[src/rtl/lwe_dec.sv]
// LWE decryption: m = decode(c0 + c1*s) over Z_p[x]/(x^N+1), one serial MAC per cycle.
// Latency: N*N+1 edges from the final captured coefficient to msg_ready.
// Streams are sampled on their ready strobes in LOAD only; no backpressure, surplus coefficients dropped.
module lwe_dec #(
   parameter int p    = 17,
   parameter int logP = 5,
   parameter int N    = 8,
   parameter int logN = 3
) (
   input  logic            clk,
   input  logic            reset,
   input  logic            start,
   input  logic            cipher_ready,
   input  logic [logP-1:0] cipher_c0,
   input  logic [logP-1:0] cipher_c1,
   input  logic            key_ready,
   input  logic [logP-1:0] sec_key,
   output logic [N-1:0]    message,
   output logic            msg_ready,
   output logic            busy
);

   localparam logic [logN:0]      N_CNT = (logN+1)'(N);
   localparam logic [logN-1:0]    LAST  = (logN)'(N-1);
   localparam logic [logP:0]      P_A   = (logP+1)'(p);
   localparam logic [2*logP-1:0]  P_W   = (2*logP)'(p);
   localparam logic [logP-1:0]    LO    = (logP)'(p/4);
   localparam logic [logP-1:0]    HI    = (logP)'((3*p)/4);

   typedef enum logic [2:0] {IDLE, LOAD, MULT, DECODE, DONE} state_t;

   state_t            state, state_nx;
   logic [logN:0]     ct_cnt, sk_cnt, ct_nx, sk_nx;
   logic [logN-1:0]   ct_idx, sk_idx, i_idx, j_idx, tgt;
   logic              cap_ct, cap_sk, load_fin, last_mac, start_ok, wrap;
   logic [logP-1:0]   c0  [N];
   logic [logP-1:0]   c1  [N];
   logic [logP-1:0]   s   [N];
   logic [logP-1:0]   acc [N];
   logic [2*logP-1:0] prod;
   logic [logP-1:0]   prod_mod, acc_t, mac_res;
   logic [logP:0]     ij, sum;
   logic [N-1:0]      dec;

   // Stream capture qualifiers and the "both streams complete this edge" condition
   always_comb begin
      cap_ct   = (state == LOAD) && cipher_ready && (ct_cnt < N_CNT);
      cap_sk   = (state == LOAD) && key_ready && (sk_cnt < N_CNT);
      ct_nx    = ct_cnt + (logN+1)'(cap_ct);
      sk_nx    = sk_cnt + (logN+1)'(cap_sk);
      ct_idx   = ct_cnt[logN-1:0];
      sk_idx   = sk_cnt[logN-1:0];
      load_fin = (state == LOAD) && (ct_nx == N_CNT) && (sk_nx == N_CNT);
      last_mac = (state == MULT) && (i_idx == LAST) && (j_idx == LAST);
      start_ok = start && ((state == IDLE) || (state == DONE));
   end

   // One negacyclic multiply-accumulate step: acc[(i+j) mod N] +/- c1[i]*s[j] mod p
   always_comb begin
      ij       = {1'b0, i_idx} + {1'b0, j_idx};
      wrap     = (ij >= N_CNT);
      tgt      = wrap ? (logN)'(ij - N_CNT) : ij[logN-1:0];
      prod     = {{logP{1'b0}}, c1[i_idx]} * {{logP{1'b0}}, s[j_idx]};
      prod_mod = (logP)'(prod % P_W);
      acc_t    = acc[tgt];
      sum      = {1'b0, acc_t} + {1'b0, prod_mod};
      mac_res  = '0;
      if (wrap) begin
         // borrow: fold back into range by adding p before subtracting
         if (acc_t < prod_mod)
            mac_res = (logP)'({1'b0, acc_t} + P_A - {1'b0, prod_mod});
         else
            mac_res = acc_t - prod_mod;
      end else begin
         mac_res = (sum >= P_A) ? (logP)'(sum - P_A) : sum[logP-1:0];
      end
   end

   // Threshold decode: a coefficient near p/2 carries a one
   always_comb begin
      dec = '0;
      for (int k = 0; k < N; k++)
         dec[k] = (acc[k] > LO) && (acc[k] <= HI);
   end

   // Next-state logic
   always_comb begin
      state_nx = state;
      case (state)
         IDLE:    if (start) state_nx = LOAD;
         LOAD:    if (load_fin) state_nx = MULT;
         MULT:    if (last_mac) state_nx = DECODE;
         DECODE:  state_nx = DONE;
         DONE:    if (start) state_nx = LOAD;
         default: state_nx = IDLE;
      endcase
   end

   // State register, load counters, MAC indices and the decoded message
   always_ff @(posedge clk) begin
      if (reset) begin
         state   <= IDLE;
         ct_cnt  <= '0;
         sk_cnt  <= '0;
         i_idx   <= '0;
         j_idx   <= '0;
         message <= '0;
      end else begin
         state <= state_nx;
         if (start_ok) begin
            ct_cnt <= '0;
            sk_cnt <= '0;
            i_idx  <= '0;
            j_idx  <= '0;
         end
         if (state == LOAD) begin
            ct_cnt <= ct_nx;
            sk_cnt <= sk_nx;
            i_idx  <= '0;
            j_idx  <= '0;
         end
         if (state == MULT) begin
            if (j_idx == LAST) begin
               j_idx <= '0;
               i_idx <= (i_idx == LAST) ? '0 : i_idx + 1'b1;
            end else begin
               j_idx <= j_idx + 1'b1;
            end
         end
         if (state == DECODE)
            message <= dec;
      end
   end

   // Coefficient storage and accumulator; acc is seeded from c0 with the
   // coefficient arriving on the same edge forwarded so MULT starts immediately
   always_ff @(posedge clk) begin
      if (!reset) begin
         if (state == LOAD) begin
            if (cap_ct) begin
               c0[ct_idx] <= cipher_c0;
               c1[ct_idx] <= cipher_c1;
            end
            if (cap_sk)
               s[sk_idx] <= sec_key;
            if (load_fin) begin
               for (int k = 0; k < N; k++)
                  acc[k] <= (cap_ct && (ct_idx == (logN)'(k))) ? cipher_c0 : c0[k];
            end
         end else if (state == MULT) begin
            acc[tgt] <= mac_res;
         end
      end
   end

   assign msg_ready = (state == DONE);
   assign busy      = (state != IDLE);

endmodule

[config.mk]
export PLATFORM = sky130hd
export DESIGN_NAME = lwe_dec
export DESIGN_NICKNAME = d
export VERILOG_FILES = /design/src/rtl/lwe_dec.sv
export SDC_FILE = /design/constraint.sdc
export NUM_CORES = 1
export LEC_CHECK = 0
export ABC_AREA = 1
export CORE_MARGIN = 2
export CORE_UTILIZATION = 45
export DETAILED_ROUTE_END_ITERATION = 16
export DONT_BUFFER_PORTS = 1
export PLACE_DENSITY_LB_ADDON = 0.2
export SETUP_SLACK_MARGIN = 0.05
export SKIP_CTS_REPAIR_TIMING = 1
export SLEW_MARGIN = 15
export SYNTH_ARGS = -nofsm -noshare
export SYNTH_HDL_FRONTEND = slang
export SYNTH_SLANG_ARGS = --single-unit
[constraint.sdc]
create_clock -name clk -period 11.8 [get_ports clk]
set_input_delay 2.36 -clock clk [delete_from_list [all_inputs] [get_ports clk]]
set_output_delay 2.36 -clock clk [all_outputs]
set_load 0.02 [all_outputs]
# Word level (Yosys, flattened, before mapping)
# Memories as Yosys holds them, arrays and structs flattened. A register that Yosys moved wholly into a read port is not among the register bits.
# Index checks and enable logic that the tools add are counted.
dict set report word_totals {
  output_inout_bits 10
  n_memories 4
  register_bits 25
  romBits 0
  ram_bits 160
  elab_cells 146
  in_bits 20
  latchBits 0
}
dict set report op_classes {
  multipliers 1
  bitwise 0
  eq_ne 18
  n_addsub 11
  reduce_logical 34
  magnitude_cmp 21
  shifts 0
  n_mux 50
  div 1
}
# name words width read_ports rd_ports_with_merged_regs write_ports line
set mem_list {}
lappend mem_list {acc 8 5 9 0 8 39} ;# logic [logP-1:0] acc [N];
lappend mem_list {c0 8 5 8 0 1 36} ;# logic [logP-1:0] c0 [N];
lappend mem_list {c1 8 5 1 1 1 37} ;# logic [logP-1:0] c1 [N];
lappend mem_list {s 8 5 1 1 1 38} ;# logic [logP-1:0] s [N];
# op count
set op_table {}
lappend op_table {{5-bit 2-to-1 mux} 12}
lappend op_table {{3-bit 2-to-1 mux} 17}
lappend op_table {{5-bit by 3-bit greater-than comparator with 1-bit output, second input constant} 8}
lappend op_table {{5-bit by 4-bit less-or-equal comparator with 1-bit output, second input constant} 8}
lappend op_table {{1-bit logical AND} 25}
lappend op_table {{3-bit == test, second input constant} 7}
lappend op_table {{1-bit 2-to-1 mux} 17}
lappend op_table {{3-bit by 2-bit == test with 1-bit output, second input constant} 4}
lappend op_table {{4-bit 2-to-1 mux} 3}
lappend op_table {{3-bit case mux with 4 select lines} 1}
lappend op_table {{10-bit by 5-bit remainder unit with 10-bit output, second input constant} 1}
lappend op_table {{5-bit by 5-bit multiplier with 10-bit output} 1}
lappend op_table {{5-bit subtractor} 2}
lappend op_table {{4-bit by 1-bit adder with 4-bit output} 2}
lappend op_table {{4-bit == test, second input constant} 2}
lappend op_table {{4-bit less-than comparator, second input constant} 2}
lappend op_table {{3-bit by 1-bit adder with 3-bit output, second input constant} 2}
lappend op_table {{5-bit by 5-bit adder with 6-bit output} 1}
lappend op_table {{3-bit by 1-bit == test with 1-bit output, second input constant} 2}
lappend op_table {{6-bit by 5-bit >= comparator with 1-bit output, second input constant} 1}
lappend op_table {{3-bit zero test} 2}
lappend op_table {{3-bit nonzero test} 2}
lappend op_table {{5-bit adder, second input constant} 1}
lappend op_table {{5-bit less-than comparator} 1}
lappend op_table {{other kinds (11)} 12}

# Logic depth before layout (Yosys ltp)
dict set report logic_depth {
  depth_word 12
  mapped_depth 72
  mapped_depth_nobuf 70
}

# Least setup slack after synthesis
# OpenSTA, ideal clock, no wires.
dict set report synth_timing {
  path_kind {reg-to-reg}
  from {register with a tool-made name}
  to {memory acc[3][0], data pin}
  path_stages_with_launch 63
  setup_time_ns 0.272
  path_slack_ns 2.761
  n_path_buf 2
  t_required_ns 11.528
  synth_period_minus_slack_ns 9.039
  arrival_time_ns 8.767
  path_cell_list {dfxtp_1 > inv_1 > clkbuf_1 > clkbuf_1 > nor2_1 > o32ai_1 > nand2_1 > o21ai_0 > nand2_1 > fa_1 > fa_1 > fa_1 > inv_1 > ha_1 > nand2_1 > nand3_1 > nand2_1 > nand2_2 > [... 27 more ...] > nand2_4 > xor2_1 > inv_1 > ha_1 > inv_1 > fa_1 > ha_1 > inv_1 > nor2_1 > nand2_1 > nor2_1 > inv_1 > nand3_4 > nand3_1 > nand2_1 > nand2_2 > nand3_1 > o21ai_1}
}
# element line
set synth_lines {}
lappend synth_lines {{end: declaration} 39}

==> reports/metrics.yaml <==
setup_path:
  reg2reg_slack_ns: 1.13
  cpLargestDelayFamily: "simple AND/OR/NAND/NOR gates"
  slowest_delay_ns: 0.77
  crit_path_start_kind: "register"
  crit_path_end_kind: "register"
  reg2reg_to: "acc[7][0]"
  crit_buf_inv: 11
  crit_slowest_cell: "dfxtp_1"
  cp.depth: 59
  regToRegStartpoint: "i_idx[0]"
  cpMostUsedCell: "inv_1"
  reg2regPathDepth: 59
  required_ns: 11.95
  crit_type: "reg -> reg"
  worstPathArrival_ns: 10.83
  crit_fanout: 17
run_status:
  status: "finished clean"
route:
  wire_per_inst_um: 15.93
  vias_per_cell: 5.270
  vias: 8337
  drt-pass1-iter-count: 5
  drt_iter0_markers: 769
  drc: 0
  routed_wl_mm: 25.20
  antenna_left: 0
sta:
  period_minus_slack_ns: 10.67
  final-setup-viol-count: 0
  worst_pin_slew_ns: 1.079
  fin_crit_sh: 0.9047
  setup_tns_ns: 0
  skew_ns: 0.01497
  rsz0062_at_grt: "false"
  drv_slew: 0
  hold_viol: 0
  clock.fmax_mhz: 93.68
  relSlewSlack: 0.2782
grt:
  grt_max_degree: 31
  grt_use_total: 0.2029
  grtUsageMet3: 0.03280
  use_met1: 0.2794
  use_met2: 0.3294
  antenna_found_initial: 0
  grt_pass1_vias: 8165
  grt_pass1_wl_mm: 41.48
  grt_remaining_overflow: 0
  grt-busiest-layer: "met2"
floorplanning:
  row_count: 57
  dieArea_um2: 25700
  ios: 30
  initial_core_util: 0.4548
  coreArea_um2: 24180
  die_w_um: 160.3
  die_h_um: 160.3
synthesis:
  syn_area_um2: 11000
  synthFlopType: "edfxtp_1"
  yosysWarningCount: 0
  synth_edf_count: 160
  ys_ff_latch: 188
  ys_seq_area_frac: 0.4879
  synth.distinct_cells: 46
  postSynth.asyncResetShare: 0
  synth_top_area_share: 0.4370
  synthTopCellsByArea: "edfxtp_1, nand2_1, inv_1"
  netlist_instances: 1236
  yosysTopAreaCell: "edfxtp_1"
  syn_avg_cell_area_um2: 8.896
  syn_nets: 1319
worst_hold_path:
  whs_path_depth: 2
  min-delay-start: "ct_cnt[3]"
  hold_class: "reg -> reg"
  min_to: "ct_cnt[3]"
clock_network:
  cts_buffers: 17
  root_buffer: "clkbuf_16"
  clock_sinks: 188
  cts_htree_levels: 4
  clk_latency_ns: 0.44
  cts_max_path_buffers: 2
  cts_tree: "built"
  clk_pin_slew_ns: 0.07
cells_and_area:
  antenna_cells: 0
  post_route_cells_drive_above_1_share: 0.08824
  fin_nets: 1328
  area_growth_pct: 9.012
job:
  cap_violations: 0
placed_design:
  gp_congestion: 0.9211
  dp_hpwl_mm: 19.17
  portBuffers: 0
cell usage after synthesis, types with 14 or more instances:
cell,n
xor2_1,16
edfxtp_1,160
a21oi_1,37
clkbuf_1,18
nand3_1,69
dfxtp_1,28
o21ai_1,25
fa_1,14
ha_1,49
nand2_1,236
nor2_1,122
inv_1,171
nand2_2,20
o211ai_1,25
nand3_2,19
o22ai_1,24
o21ai_0,83
nor3_1,35
worst reg2reg max path, delay by kind of cell (launching register included):
kind	cells	cell delay [ns]
simple gates	32	3.72
fa+ha+maj	7	2.65
flops	1	0.77
xor+xnor	3	0.82
buf+inv	11	1.39
compound gates	6	1.10
state kept, by name (all words and copies together) (netlist names), named ones only:
register / count
s: 40
message: 8
ct_cnt: 4
state: 3
j_idx: 3
sk_cnt: 4
c0: 40
acc: 40
c1: 40
i_idx: 3
logic make-up (layout without fill, tap and decap cells):
family	count (synthesis)	in the layout	share of synthesized area
AOI/OAI and AO/OA	232	232	0.1272
xor gates and xnor gates	22	22	0.01752
adders and majority gates	63	63	0.08125
buffers and inverters	206	228	0.07032
DFF	188	188	0.4879
and+or+nand+nor	525	525	0.2157
how the worst max path moves through the flow:
stage | start | endpoint | slack [ns]
2_1_floorplan | register | acc[3][0] | 2.76
3_3_place_gp | i_idx[0] | acc[0][0] | 1.35
3_5_place_dp | i_idx[0] | acc[7][0] | 1.08
4_1_cts | i_idx[0] | acc[7][0] | 1.04
5_1_grt | i_idx[1] | acc[7][0] | 0.05
6_report | i_idx[0] | acc[7][0] | 1.13
cell usage in the layout (no fill, tap or decap), types with 5 or more instances in the layout:
cell type  count
a21oi_1       37
a21oi_2        5
buf_4          8
clkbuf_16     17
clkinv_1       6
dfxtp_1       28
edfxtp_1     160
fa_1          14
ha_1          49
inv_1        170
inv_2         10
nand2_1      236
nand2_2       20
nand3_1       69
nand3_2       19
nand4_1        9
nor2_1       122
nor3_1        35
o211ai_1      25
o21ai_0       83
o21ai_1       25
o22ai_1       24
o32ai_1       10
xnor2_1        6
xor2_1        16
metrics by stage:
stage | hold slack (ns) | setup slack (ns) | std cells | util | instance area, um^2
after CTS | 0.4644 | 1.040 | 1581 | 0.4954 | 11980
after global routing | 0.4866 | 0.05463 | 1582 | 0.4958 | 11990
after floorplan | 0.4453 | 2.761 | 1236 | - | 11000
final | 0.4616 | 1.125 | 1582 | 0.4958 | 11990
after global placement | 0.4492 | 1.352 | 1549 | 0.4711 | 11390
after detailed placement | 0.4542 | 1.079 | 1549 | 0.4711 | 11390
layer usage:
layer	wire, um	vias up
met5	0	-
li1	-	4234
met4	474	0
met1	11860	3852
met3	1326	31
met2	11540	220
cell type report:
| type | instances | area (um^2) |
|---|---|---|
| clock inverters | 13 | 145.1 |
| repair buffers | 8 | 60.06 |
| fillers | 2233 | 12190 |
| flip-flops and latches | 188 | 5365 |
| repair inverters | 1 | 5.005 |
| well taps | 324 | 405.4 |
| inverters | 187 | 705.7 |
| clock buffers | 19 | 442.9 |
| multi-input cells | 842 | 4857 |
Power is left out: the tool's default activity adds up to more than one toggle a clock period on the data nets, which glitch-free logic cannot reach.
